### config.mk
export PLATFORM = sky130hd
export DESIGN_NAME = isi_hist_accumulator
export DESIGN_NICKNAME = d
export VERILOG_FILES = /design/src/rtl/isi_hist_accumulator.sv
export SDC_FILE = /design/constraint.sdc
export NUM_CORES = 1
export LEC_CHECK = 0
export BUFFER_PORTS_ARGS = -buffer_cell sky130_fd_sc_hd__buf_2
export CORE_MARGIN = 2
export CORE_UTILIZATION = 50
export CTS_CLUSTER_DIAMETER = 60
export DETAILED_ROUTE_END_ITERATION = 8
export HOLD_SLACK_MARGIN = 0.03
export PLACE_DENSITY = 0.73
export SLEW_MARGIN = 15
export SYNTH_ARGS = -nofsm -noshare
export SYNTH_HDL_FRONTEND = slang
export SYNTH_SLANG_ARGS = --single-unit
### constraint.sdc
create_clock -name clk -period 8.5 [get_ports clk]
set_input_delay 0.425 -clock clk [delete_from_list [all_inputs] [get_ports clk]]
set_output_delay 0.425 -clock clk [all_outputs]
set_load 0.05 [all_outputs]
### src/rtl/isi_hist_accumulator.sv
// Read-modify-write ISI histogram accumulator with RAW forwarding and a histogram clear sweep.
// Optional macro HIST_ACC_SAT_EN: clamp sums to all-ones and raise sticky sat_flag; otherwise sums wrap.
module isi_hist_accumulator #(
    parameter int BIT_ISI = 8,
    parameter int BIT_ACC = 19,
    parameter int BIT_INC = 4,
    parameter int RD_LAT  = 1
) (
    input  logic               clk,
    input  logic               clr,
    input  logic               in_valid,
    input  logic [BIT_ISI-1:0] in_addr,
    input  logic [BIT_INC-1:0] in_inc,
    output logic               in_ready,
    output logic               ram_re,
    output logic [BIT_ISI-1:0] ram_raddr,
    input  logic [BIT_ACC-1:0] ram_rdata,
    output logic               ram_we,
    output logic [BIT_ISI-1:0] ram_waddr,
    output logic [BIT_ACC-1:0] ram_wdata,
    input  logic               clear_req,
    output logic               clear_busy,
    output logic               clear_done,
    output logic               sat_flag
);
    localparam int HIST = RD_LAT + 1;
    localparam logic [BIT_ISI-1:0] LAST_ADDR = {BIT_ISI{1'b1}};
    localparam logic [BIT_ISI-1:0] ONE_ADDR  = {{(BIT_ISI-1){1'b0}}, 1'b1};

    typedef enum logic [1:0] {
        ST_RUN   = 2'd0,
        ST_DRAIN = 2'd1,
        ST_CLEAR = 2'd2,
        ST_DONE  = 2'd3
    } state_t;

    state_t             state_q, state_d;
    logic [BIT_ISI-1:0] sweep_q, sweep_d;

    logic [RD_LAT-1:0]  pv_q;
    logic [BIT_ISI-1:0] pa_q [RD_LAT];
    logic [BIT_INC-1:0] pi_q [RD_LAT];

    // hist entry 0 is the write stage itself; higher indices are older copies
    logic [HIST-1:0]    hv_q;
    logic [BIT_ISI-1:0] ha_q [HIST];
    logic [BIT_ACC-1:0] hd_q [HIST];

    logic               wv_d;
    logic [BIT_ISI-1:0] wa_d;
    logic [BIT_ACC-1:0] wd_d;

    logic               accept_s;
    logic               empty_s;
    logic               ex_v_s;
    logic [BIT_ISI-1:0] ex_a_s;
    logic [BIT_INC-1:0] ex_inc_s;
    logic [BIT_ACC-1:0] base_s;
    logic [BIT_ACC-1:0] ex_data_s;
    logic               busy_d, done_d;
    logic               clear_busy_q, clear_done_q;

    assign accept_s  = in_valid & in_ready;
    assign ram_re    = accept_s;
    assign ram_raddr = in_addr;

    assign ex_v_s   = pv_q[RD_LAT-1];
    assign ex_a_s   = pa_q[RD_LAT-1];
    assign ex_inc_s = pi_q[RD_LAT-1];
    assign empty_s  = ~(|pv_q) & ~hv_q[0];

    assign ram_we     = hv_q[0];
    assign ram_waddr  = ha_q[0];
    assign ram_wdata  = hd_q[0];
    assign clear_busy = clear_busy_q;
    assign clear_done = clear_done_q;

    // Base select: scan oldest to youngest so the youngest matching history entry wins
    always_comb begin
        base_s = ram_rdata;
        for (int k = HIST - 1; k >= 0; k--) begin
            base_s = (hv_q[k] && (ha_q[k] == ex_a_s)) ? hd_q[k] : base_s;
        end
    end

`ifdef HIST_ACC_SAT_EN
    logic [BIT_ACC:0] sum_s;
    logic             ovf_s;
    logic             sat_q, sat_d;

    // Saturating add at execute
    always_comb begin
        sum_s = {1'b0, base_s} + (BIT_ACC+1)'(ex_inc_s);
        if (sum_s[BIT_ACC]) begin
            ex_data_s = {BIT_ACC{1'b1}};
            ovf_s     = ex_v_s;
        end else begin
            ex_data_s = sum_s[BIT_ACC-1:0];
            ovf_s     = 1'b0;
        end
    end

    // Sticky saturation flag next state, dropped when the sweep completes
    always_comb begin
        if (state_d == ST_DONE) begin
            sat_d = 1'b0;
        end else if (ovf_s) begin
            sat_d = 1'b1;
        end else begin
            sat_d = sat_q;
        end
    end

    // Saturation flag register
    always_ff @(posedge clk or posedge clr) begin
        if (clr) begin
            sat_q <= 1'b0;
        end else begin
            sat_q <= sat_d;
        end
    end

    assign sat_flag = sat_q;
`else
    logic [BIT_ACC-1:0] sum_s;

    // Wrapping add at execute
    always_comb begin
        sum_s     = base_s + BIT_ACC'(ex_inc_s);
        ex_data_s = sum_s;
    end

    assign sat_flag = 1'b0;
`endif

    // FSM state and sweep counter register
    always_ff @(posedge clk or posedge clr) begin
        if (clr) begin
            state_q <= ST_RUN;
            sweep_q <= {BIT_ISI{1'b0}};
        end else begin
            state_q <= state_d;
            sweep_q <= sweep_d;
        end
    end

    // FSM next-state logic
    always_comb begin
        case (state_q)
            ST_RUN:   state_d = clear_req ? ST_DRAIN : ST_RUN;
            ST_DRAIN: state_d = empty_s ? ST_CLEAR : ST_DRAIN;
            ST_CLEAR: state_d = (sweep_q == LAST_ADDR) ? ST_DONE : ST_CLEAR;
            ST_DONE:  state_d = ST_RUN;
            default:  state_d = ST_RUN;
        endcase
    end

    // FSM outputs and write-stage source select (sweep zeros or execute result)
    always_comb begin
        in_ready = (state_q == ST_RUN);
        busy_d   = (state_d != ST_RUN);
        done_d   = (state_d == ST_DONE);
        if (state_q == ST_CLEAR) begin
            sweep_d = sweep_q + ONE_ADDR;
            wv_d    = 1'b1;
            wa_d    = sweep_q;
            wd_d    = {BIT_ACC{1'b0}};
        end else begin
            sweep_d = {BIT_ISI{1'b0}};
            wv_d    = ex_v_s;
            wa_d    = ex_a_s;
            wd_d    = ex_data_s;
        end
    end

    // Issue pipeline, write stage and forwarding history
    always_ff @(posedge clk or posedge clr) begin
        if (clr) begin
            pv_q <= {RD_LAT{1'b0}};
            hv_q <= {HIST{1'b0}};
            for (int k = 0; k < RD_LAT; k++) begin
                pa_q[k] <= {BIT_ISI{1'b0}};
                pi_q[k] <= {BIT_INC{1'b0}};
            end
            for (int k = 0; k < HIST; k++) begin
                ha_q[k] <= {BIT_ISI{1'b0}};
                hd_q[k] <= {BIT_ACC{1'b0}};
            end
        end else begin
            pv_q[0] <= accept_s;
            pa_q[0] <= in_addr;
            pi_q[0] <= in_inc;
            for (int k = 1; k < RD_LAT; k++) begin
                pv_q[k] <= pv_q[k-1];
                pa_q[k] <= pa_q[k-1];
                pi_q[k] <= pi_q[k-1];
            end
            hv_q[0] <= wv_d;
            ha_q[0] <= wa_d;
            hd_q[0] <= wd_d;
            for (int k = 1; k < HIST; k++) begin
                hv_q[k] <= hv_q[k-1];
                ha_q[k] <= ha_q[k-1];
                hd_q[k] <= hd_q[k-1];
            end
        end
    end

    // Clear status registers
    always_ff @(posedge clk or posedge clr) begin
        if (clr) begin
            clear_busy_q <= 1'b0;
            clear_done_q <= 1'b0;
        end else begin
            clear_busy_q <= busy_d;
            clear_done_q <= done_d;
        end
    end

endmodule

== Yosys cells after proc, flatten, opt, wreduce, memory -nomap -nowiden ==
Cells that the tools add are included.
Word-level totals
  bits in writable memories: 0
  memories kept: 0
  word-level logic and storage cells: 39
  bits in latches: 0
  input bits: 35
  flip-flop bits (word level): 81
  output and inout bits: 41
  memory bits (read-only): 0
Operators by class
  add/sub/neg operators: 2
  $lt $le $gt $ge: 0
  bitwise operators: 4
  divide/modulo/power cells: 0
  reductions and logical operators: 4
  multiplexer cells: 10
  shift operators: 0
  equal/unequal tests: 7
  multipliers: 0
Operators by type and width (count)
  19-bit 2-to-1 mux: 3
  19-bit by 4-bit adder with 19-bit output: 1
  8-bit equality test: 2
  8-bit 2-to-1 mux: 2
  8-bit by 1-bit adder with 8-bit output, second input constant: 1
  8-bit equality test, second input constant: 1
  2-bit case mux with 4 select lines: 1
  2-bit equality test, second input constant: 3
  1-bit 2-to-1 mux: 3
  1-bit AND: 2
  2-bit by 1-bit equality test with 1-bit output, second input constant: 1
  1-bit logical AND: 2
  2-bit zero test: 1
  2-bit 2-to-1 mux: 1
  1-bit inverter: 2
  2-bit nonzero test: 1

== Longest topological paths before layout ==
Gate-level depths: netlist of the first run.
  word-level depth: 6
  mapped depth: 18
  gate-level depth less buffers: 15

== Worst setup path after synthesis of the first run ==
No wires, ideal clock.
  path type: flip-flop to flip-flop
  start: reg hv_q[0]
  end: reg hd_q, in the netlist ram_wdata[18]
  clock period less this slack: 3964 ps
  arrival: 3885 ps
  data required time: 8421 ps
  setup slack: 4536 ps
  stages on the path, launching flop included: 17
  path buffers: 2
  library setup time: 79 ps
  cells stage by stage: dfrtp_1 -> nand2_2 -> nor3_1 -> clkbuf_1 -> clkbuf_1 -> nand2_1 -> o21ai_0 -> ha_1 -> inv_1 -> fa_1 -> nor2b_1 -> o21ai_0 -> nor2b_1 -> a311oi_4 -> nand3_1 -> nor4_1 -> mux2i_1
On the way
  longest elaborated chain between the ends: 4
RTL lines
  start: declaration: RTL line 45  | logic [HIST-1:0] hv_q;
  start signal: assignment: RTL line 180  | hv_q <= {HIST{1'b0}};
  start signal: assignment: RTL line 198  | hv_q[0] <= wv_d;
  start signal: indexed assignment: RTL line 202  | hv_q[k] <= hv_q[k-1];
  1-bit logical AND: RTL line 82  | base_s = (hv_q[k] && (ha_q[k] == ex_a_s)) ? hd_q[k] : base_s;
  19-bit 2-to-1 mux: RTL line 82
  19-bit by 4-bit adder with 19-bit output: RTL line 129  | sum_s = base_s + BIT_ACC'(ex_inc_s);
  19-bit 2-to-1 mux: RTL line 163  | if (state_q == ST_CLEAR) begin
  named net wd_d[18]: RTL line 51  | logic [BIT_ACC-1:0] wd_d;
  end signal: indexed assignment: RTL line 187  | hd_q[k] <= {BIT_ACC{1'b0}};
  end signal: indexed assignment: RTL line 204  | hd_q[k] <= hd_q[k-1];
  end: declaration: RTL line 47  | logic [BIT_ACC-1:0] hd_q [HIST];
The timed path passes the listed nets, and every way through them passes these cells.

== Worst setup path after layout of the first run ==
  start: reg pa_q, in the netlist ex_a_s[5]
  end: reg hd_q, in the netlist ram_wdata[18]
On the way
  longest elaborated chain between the ends: 6
  elaborated cells between the ends (all ways): 8
  classes of those cells: add/sub: 1; eq/ne: 2; mux: 3; reduce/logical: 2
RTL lines
  start: declaration: RTL line 41  | logic [BIT_ISI-1:0] pa_q [RD_LAT];
  start signal: indexed assignment: RTL line 182  | pa_q[k] <= {BIT_ISI{1'b0}};
  start signal: indexed assignment: RTL line 195  | pa_q[k] <= pa_q[k-1];
  8-bit equality test: RTL line 82
  1-bit logical AND: RTL line 82
  19-bit 2-to-1 mux: RTL line 82
  19-bit 2-to-1 mux (*): RTL line 82
  19-bit by 4-bit adder with 19-bit output (*): RTL line 129
  19-bit 2-to-1 mux (*): RTL line 163
  named net wd_d[18]: RTL line 51
Mark *: on every way through the listed nets, which the timed path passes. The rest lies on a longest branch.

==> results.json, run 1 <==
{
  "final_common_cell": "dfrtp_1",
  "final_cell_mix": "81 x dfrtp_1, 74 x buf_2, 48 x nand2_1, 18 x o21ai_0, 18 x xnor2_1",
  "num_antenna_cells": 0,
  "cts_setup_buffers": 0,
  "syn_nets": 434,
  "cts_made_buffers": 9,
  "clock_latency_ns": 0.35,
  "path_buf_inv": 2,
  "cts-resized-gates": 0,
  "leakage_uw": 0.00193,
  "grt_pass1_wl_mm": 14.6,
  "cts_buffer_depth": 2,
  "end_kind": "flip-flop",
  "wirelength_mm": 9.11,
  "tns_ns": 0,
  "synth_cell_types": 55,
  "viasPerCell": 5.70,
  "fin_crit_sh": 0.506,
  "layout_min_cycle_time_ns": 4.30,
  "fin_ws_ns": 4.20,
  "firstDrtPassIters": 4,
  "yosysSeqAreaShare": 0.495,
  "synthArstFlopShare": 1.00,
  "cts_tree": "built",
  "slew_violations": 0,
  "cts_hold_buf": 0,
  "status": "complete, no violations",
  "r2r_start": "ex_a_s[5]",
  "num_vias": 3040,
  "synth_top_area_frac": 0.495,
  "netlist_instances": 392,
  "maxCapViolations": 0,
  "place_ws_ns": 4.20,
  "worst_clock_skew_ns": 0.00939,
  "hp-class": "primary input to flip-flop",
  "fmax_mhz": 232,
  "areaGrowthSynthToFinish_pct": 9.23,
  "initial_utilization": 0.522,
  "r2r-end": "ram_wdata[18]",
  "port_buffers": 74,
  "ir_drop_uv": 255,
  "synth.cell_area_mm2": 0.00409,
  "powerDensity_mw_per_mm2": 283,
  "ant_nets": 0,
  "crit_arrival_ns": 4.57,
  "num_rows": 32,
  "die_area_mm2": 0.00892,
  "hold_path_depth": 1,
  "grt_max_degree": 82,
  "ioPinCount": 76,
  "required_ns": 8.77,
  "overflow": 0,
  "num-nets-final": 469,
  "grt_pass1_vias": 3047,
  "cp_slowest_cell": "dfrtp_1",
  "min_to": "ex_inc_s[3]",
  "drt_iter0_markers": 171,
  "cp-start-kind": "flip-flop",
  "worstSetupPathType": "flip-flop to flip-flop",
  "antenna_found_initial": 0,
  "htreeDepth": 3,
  "crit_path_max_fanout": 13,
  "detailed_place_hpwl_mm": 6.35,
  "yosys_warnings": 0,
  "synth_top_cell_by_area": "dfrtp_1",
  "grt_use_total": 0.217,
  "core_area_mm2": 0.00785,
  "avgSynthCellArea_um2": 10.4,
  "fp.dieW_um": 94.5,
  "finalSetupViolCount": 0,
  "cts.sinks": 81,
  "synth_edf_count": 0,
  "cts-root-buf": "clkbuf_8",
  "crit_chain": "xnor2_1 -> nand3_1 -> nor3_2 -> buf_4 -> mux2i_1 -> o21ai_0 -> ha_1 -> inv_1 -> fa_1 -> nor2b_1 -> o21ai_0 -> nor2b_1 -> a311oi_4 -> nand3_1 -> nor4_1 -> mux2i_1",
  "crit_family": "simple AND/OR/NAND/NOR gates",
  "slew_headroom": 0.346,
  "cpPeakStageDelay_ns": 0.42,
  "hold_violations": 0,
  "holdCritStartpoint": "in_inc[3]",
  "reg2reg_slack_ns": 4.20,
  "clk_pin_slew_ns": 0.08,
  "die_y_um": 94.5,
  "final_layout_size_suffix_gt1_frac": 0.255,
  "r2r_cells": 16,
  "synthFlopType": "dfrtp_1",
  "worst_pin_slew_ns": 0.981,
  "rsz0062_at_grt": "false",
  "wl_per_cell_um": 17.1,
  "drcViolationCount": 0,
  "ys_seq_elements": 81,
  "synthTopCellsByArea": "dfrtp_1 50%, buf_4 6.8%, nand2_1 4.4%",
  "place.gp.congestion": 0.901
}
-- sequential cells by signal, indices dropped and copies added, names as in the netlist, 2 cells and up --
register and count:
ex_a_s 8, ex_inc_s 4, ha_q 8, hd_q 19, hv_q 2, ram_waddr 8, ram_wdata 19, state_q 2
sweep_q 8
-- how the worst max path moves through the flow --
stage          startpoint  cells past startpoint             to  slack [ns]
2_1_floorplan     hv_q[0]                     16  ram_wdata[18]        4.54
3_3_place_gp    ex_a_s[5]                     16  ram_wdata[16]        4.51
3_5_place_dp    ex_a_s[1]                     16  ram_wdata[18]        4.20
4_1_cts         ex_a_s[1]                     16  ram_wdata[18]        4.19
5_1_grt         ex_a_s[3]                     16  ram_wdata[16]        3.70
6_report        ex_a_s[5]                     16  ram_wdata[18]        4.20
-- logic make-up (layout without fill, tap and decap cells) --
family                     count (synthesis)  in the layout  synth area share
AOI/OAI and AO/OA                         66             66             0.121
muxes                                     13             13            0.0318
other                                      1              1          0.000916
adders and majority gates                  7              7            0.0232
buffers and inverters                     59             98            0.0939
and+or+nand+nor                          140            140             0.179
xor gates and xnor gates                  25             25            0.0553
DFF                                       81             81             0.495
-- final cells by class --
| class | instances | area, um^2 |
|---|---|---|
| inverters | 5 | 20.0 |
| well taps | 102 | 128 |
| flip-flops and latches | 81 | 2030 |
| clock buffers | 10 | 128 |
| fillers | 702 | 3380 |
| clock inverters | 5 | 81.3 |
| repair buffers | 78 | 400 |
| multi-input cells | 252 | 1690 |
-- layer usage --
| layer | track usage | up-vias | part of all wire |
|---|---|---|---|
| met5 | 0 | - | 0 |
| met2 | 0.358 | 122 | 0.48 |
| met1 | 0.268 | 1473 | 0.42 |
| met3 | 0.0543 | 23 | 0.066 |
| met4 | 0.100 | 0 | 0.025 |
| li1 | - | 1422 | - |
-- power by group --
part | total (uW) | internal (uW) | switching (uW)
registers | 541 | 474 | 66.6
clock network | 298 | 164 | 134
logic | 426 | 105 | 321
total | 1270 | 743 | 522
-- worst reg2reg max path: stages (launching register included) --
cell and delay, ns:
dfrtp_1 0.42, xnor2_1 0.17, nand3_1 0.42, nor3_2 0.38
buf_4 0.30, mux2i_1 0.11, o21ai_0 0.16, ha_1 0.20
inv_1 0.06, fa_1 0.37, nor2b_1 0.18, o21ai_0 0.10
nor2b_1 0.17, a311oi_4 0.35, nand3_1 0.22, nor4_1 0.38
mux2i_1 0.25
-- cell usage after synthesis (2+ instances only) --
| library cell | instances |
|---|---|
| and4_1 | 3 |
| a211oi_1 | 3 |
| inv_1 | 5 |
| a31oi_2 | 4 |
| ha_1 | 6 |
| nand2_1 | 48 |
| nor3_1 | 6 |
| buf_4 | 37 |
| xnor2_1 | 18 |
| or2_2 | 3 |
| buf_6 | 3 |
| o21ai_0 | 18 |
| nand3_1 | 9 |
| nand4_2 | 2 |
| nor4_1 | 7 |
| nand3b_1 | 3 |
| a2111oi_0 | 2 |
| and3_1 | 3 |
| o31a_1 | 2 |
| nor2_1 | 17 |
| clkbuf_1 | 13 |
| o311ai_0 | 2 |
| or3_1 | 8 |
| o31ai_1 | 8 |
| a21o_1 | 2 |
| nand2b_1 | 4 |
| a31oi_1 | 3 |
| nor2b_1 | 4 |
| and2_1 | 4 |
| xor2_1 | 6 |
| a21oi_1 | 10 |
| dfrtp_1 | 81 |
| mux2i_1 | 13 |
| or4_1 | 3 |
| nand4_1 | 12 |
-- metrics by stage --
stage	util	hold WS, ns	instances	power (uW)	instance area, um^2
after floorplan	-	0.367	392	912	4090
after global placement	0.543	0.383	518	967	4260
after detailed placement	0.543	0.383	518	974	4260
after CTS	0.570	0.166	533	1280	4470
after global routing	0.570	0.162	533	1330	4470
final	0.570	0.182	533	1270	4470
(Power assumes the default switching activity.)
==> run 2: changes to the inputs <==
--- a/config.mk
+++ b/config.mk
@@ -5,13 +5,14 @@
 export SDC_FILE = /design/constraint.sdc
 export NUM_CORES = 1
 export LEC_CHECK = 0
+export ABC_AREA = 1
 export BUFFER_PORTS_ARGS = -buffer_cell sky130_fd_sc_hd__buf_2
 export CORE_MARGIN = 2
 export CORE_UTILIZATION = 50
 export CTS_CLUSTER_DIAMETER = 60
 export DETAILED_ROUTE_END_ITERATION = 8
 export HOLD_SLACK_MARGIN = 0.03
-export PLACE_DENSITY = 0.73
+export PLACE_DENSITY = 0.75
 export SLEW_MARGIN = 15
 export SYNTH_ARGS = -nofsm -noshare
 export SYNTH_HDL_FRONTEND = slang
==> constraint.sdc (replaced) <==
create_clock -name clk -period 3.7 [get_ports clk]
set_input_delay 0.185 -clock clk [delete_from_list [all_inputs] [get_ports clk]]
set_output_delay 0.185 -clock clk [all_outputs]
set_load 0.05 [all_outputs]
==> results.json, run 2 <==
{
  "grt_pass1_vias": 3317,
  "end_kind": "flip-flop",
  "seqCellArea_mm2": 0.00203,
  "num-nets-final": 602,
  "powerDensity_mw_per_mm2": 608,
  "drt_iter0_markers": 187,
  "cts-root-buf": "clkbuf_8",
  "ant_nets": 0,
  "layout_min_cycle_time_ns": 3.30,
  "crit_chain": "inv_1 -> nand2_1 -> nand2_1 -> nand3_4 -> nor2_8 -> nand2_4 -> nand2_1 -> nand3_1 -> o21ai_0 -> inv_1 -> ha_1 -> nand2_1 -> nor2_1 -> a211oi_1 -> nor2_1 -> or2_2 -> nand3_2 -> nor2_2 -> nand2_2 -> nor2_4 -> nand3_1 -> nand2_1 -> nor2_1",
  "synthTopCellsByArea": "dfrtp_1 47%, nand2_1 8.6%, buf_4 6.2%",
  "final_common_cell": "nand2_1",
  "fp.dieW_um": 97.3,
  "wl_per_cell_um": 13.7,
  "final_cell_mix": "100 x nand2_1, 81 x dfrtp_1, 74 x buf_2, 50 x inv_1, 44 x nor2_1",
  "clock_latency_ns": 0.36,
  "finalPower_uw": 2980,
  "finalSetupViolCount": 0,
  "ioPinCount": 76,
  "clk_pin_slew_ns": 0.09,
  "num_vias": 3369,
  "grt_max_degree": 58,
  "detailed_place_hpwl_mm": 6.59,
  "multi_input_area_mm2": 0.00175,
  "synth_cell_types": 45,
  "overflow": 0,
  "ys_seq_elements": 81,
  "crit_path_max_fanout": 18,
  "ir_drop_uv": 232,
  "synth_common_cells": "100 x nand2_1, 81 x dfrtp_1, 51 x inv_1",
  "required_ns": 3.99,
  "antenna_found_initial": 0,
  "hold_violations": 0,
  "cts.sinks": 81,
  "met3_wirelength_um": 453,
  "synth.cell_area_mm2": 0.00435,
  "viasPerCell": 5.01,
  "num_rows": 34,
  "cts_tree": "built",
  "num_antenna_cells": 0,
  "core_area_mm2": 0.00859,
  "synth_top_area_frac": 0.466,
  "cp_common_cell": "nand2_1",
  "drcViolationCount": 0,
  "maxCapViolations": 0,
  "status": "complete, no violations",
  "wirelength_mm": 9.20,
  "place.gp.congestion": 0.872,
  "cp_slowest_cell": "dfrtp_1",
  "firstDrtPassIters": 4,
  "cts_buffer_depth": 2,
  "fmax_mhz": 303,
  "wl_met2_mm": 4.35,
  "synth_top_cell_by_area": "dfrtp_1",
  "slew_violations": 0,
  "crit_arrival_ns": 3.59,
  "die_y_um": 97.3,
  "worst_clock_skew_ns": 0.00908,
  "grt_use_total": 0.207,
  "fin_crit_sh": 0.892,
  "synthArstFlopShare": 1.00,
  "wl_met1_mm": 4.30,
  "cpPeakStageDelay_ns": 0.42,
  "synth_most_common_cell": "nand2_1",
  "die_area_mm2": 0.00947,
  "yosys_warnings": 0,
  "initial_utilization": 0.507,
  "top_layer_used": "met4",
  "htreeDepth": 3,
  "worst_pin_slew_ns": 0.990,
  "tns_ns": 0,
  "leakage_uw": 0.00257,
  "synthFlopType": "dfrtp_1",
  "areaGrowthSynthToFinish_pct": 12.5,
  "avgSynthCellArea_um2": 8.67,
  "worstSetupPathType": "flip-flop to flip-flop",
  "yosysSeqAreaShare": 0.466,
  "netlist_instances": 502,
  "synth_edf_count": 0,
  "rsz0062_at_grt": "false",
  "grt_pass1_wl_mm": 15.7,
  "port_buffers": 74,
  "cts_made_buffers": 9,
  "syn_nets": 544,
  "slew_headroom": 0.340,
  "final_layout_size_suffix_gt1_frac": 0.304,
  "hp-class": "primary input to async pin",
  "cp-start-kind": "flip-flop",
  "fillers": 760
}
==> run 2: changes by cell type in the layout (fill, tap and decap cells not counted), sizes merged, moves of 7 or more <==
cell | previous run | this run
inv | 4 | 67
nor4 | 7 | 0
nand3 | 10 | 50
or3 | 8 | 0
dlygate4sd3 | 0 | 12
mux2i | 13 | 0
a21oi | 10 | 20
o31ai | 8 | 1
nand4 | 14 | 2
nor2 | 17 | 60
xnor2 | 19 | 3
nand2 | 49 | 118
==> run 2: kinds of logic after synthesis <==
| logic type | after synthesis | share of synthesized area |
|---|---|---|
| other | 1 | 0.000861 |
| adders and majority gates | 7 | 0.0218 |
| AOI/OAI and AO/OA | 53 | 0.0707 |
| buffers and inverters | 110 | 0.134 |
| and+or+nand+nor | 245 | 0.297 |
| DFF | 81 | 0.466 |
| xor gates and xnor gates | 5 | 0.0101 |
==> run 2: layout make-up <==
| cell class | count | area share |
|---|---|---|
| inverters | 64 | 0.0493 |
| clock inverters | 7 | 0.0169 |
| well taps | 108 | 0.0276 |
| flip-flops and latches | 81 | 0.414 |
| clock buffers | 9 | 0.0253 |
| repair buffers | 93 | 0.111 |
| multi-input cells | 311 | 0.356 |
==> run 2: per-stage QoR <==
stage          cell area [um^2]  setup WS, ns  hold WS (ns)   util  cells
6_report                   4900         0.398       0.00672  0.570    673
5_1_grt                    4900         0.115        0.0662  0.570    673
4_1_cts                    4880         0.210        0.0453  0.568    671
3_5_place_dp               4560         0.246         0.295  0.530    643
3_3_place_gp               4560         0.445         0.295  0.530    643
2_1_floorplan              4350         0.350         0.216      -    502
==> run 2: layer usage <==
layer	vias to the layer above	global-route usage
met4	0	0.0694
li1	1656	-
met3	9	0.0432
met1	1633	0.278
met5	-	0
met2	71	0.337
==> run 2: critical path, delay by kind of cell (launching register included) <==
kind | cells | cell delay [ns]
simple gates | 18 | 1.85
compound gates | 2 | 0.46
flops | 1 | 0.42
fa+ha+maj | 1 | 0.29
buf+inv | 2 | 0.18
==> run 2: worst paths after layout <==
kind | start | cells after the start | endpoint | slack, ns
max | ex_a_s[6] | 23 | ram_wdata[17] | 0.40
min | clr | 2 | ram_waddr[5] | 0.007
max reg2reg | ex_a_s[6] | 23 | ram_wdata[17] | 0.40
min reg2reg | ram_wdata[11] | 0 | hd_q[11] | 0.41
max in group asynchronous | clr | 3 | ram_wdata[5] | 2.78
min in group clk | clear_req | 3 | state_q[0] | 0.07
==> run 2: report_power, final <==
part / internal (uW) / leakage, uW / total, uW / switching (uW)
clock network: 325 / 0.000106 / 687 / 361
registers: 1090 / 0.000990 / 1240 / 142
logic: 266 / 0.00148 / 1060 / 792
==> run 2: timing repair <==
item | in CTS | in global routing
gates resized for setup | 0 | 0
endpoints found under the setup margin | 0 | 7
setup buffers | 0 | 2
hold endpoints to repair | 12 | 0
hold buffers | 12 | 0
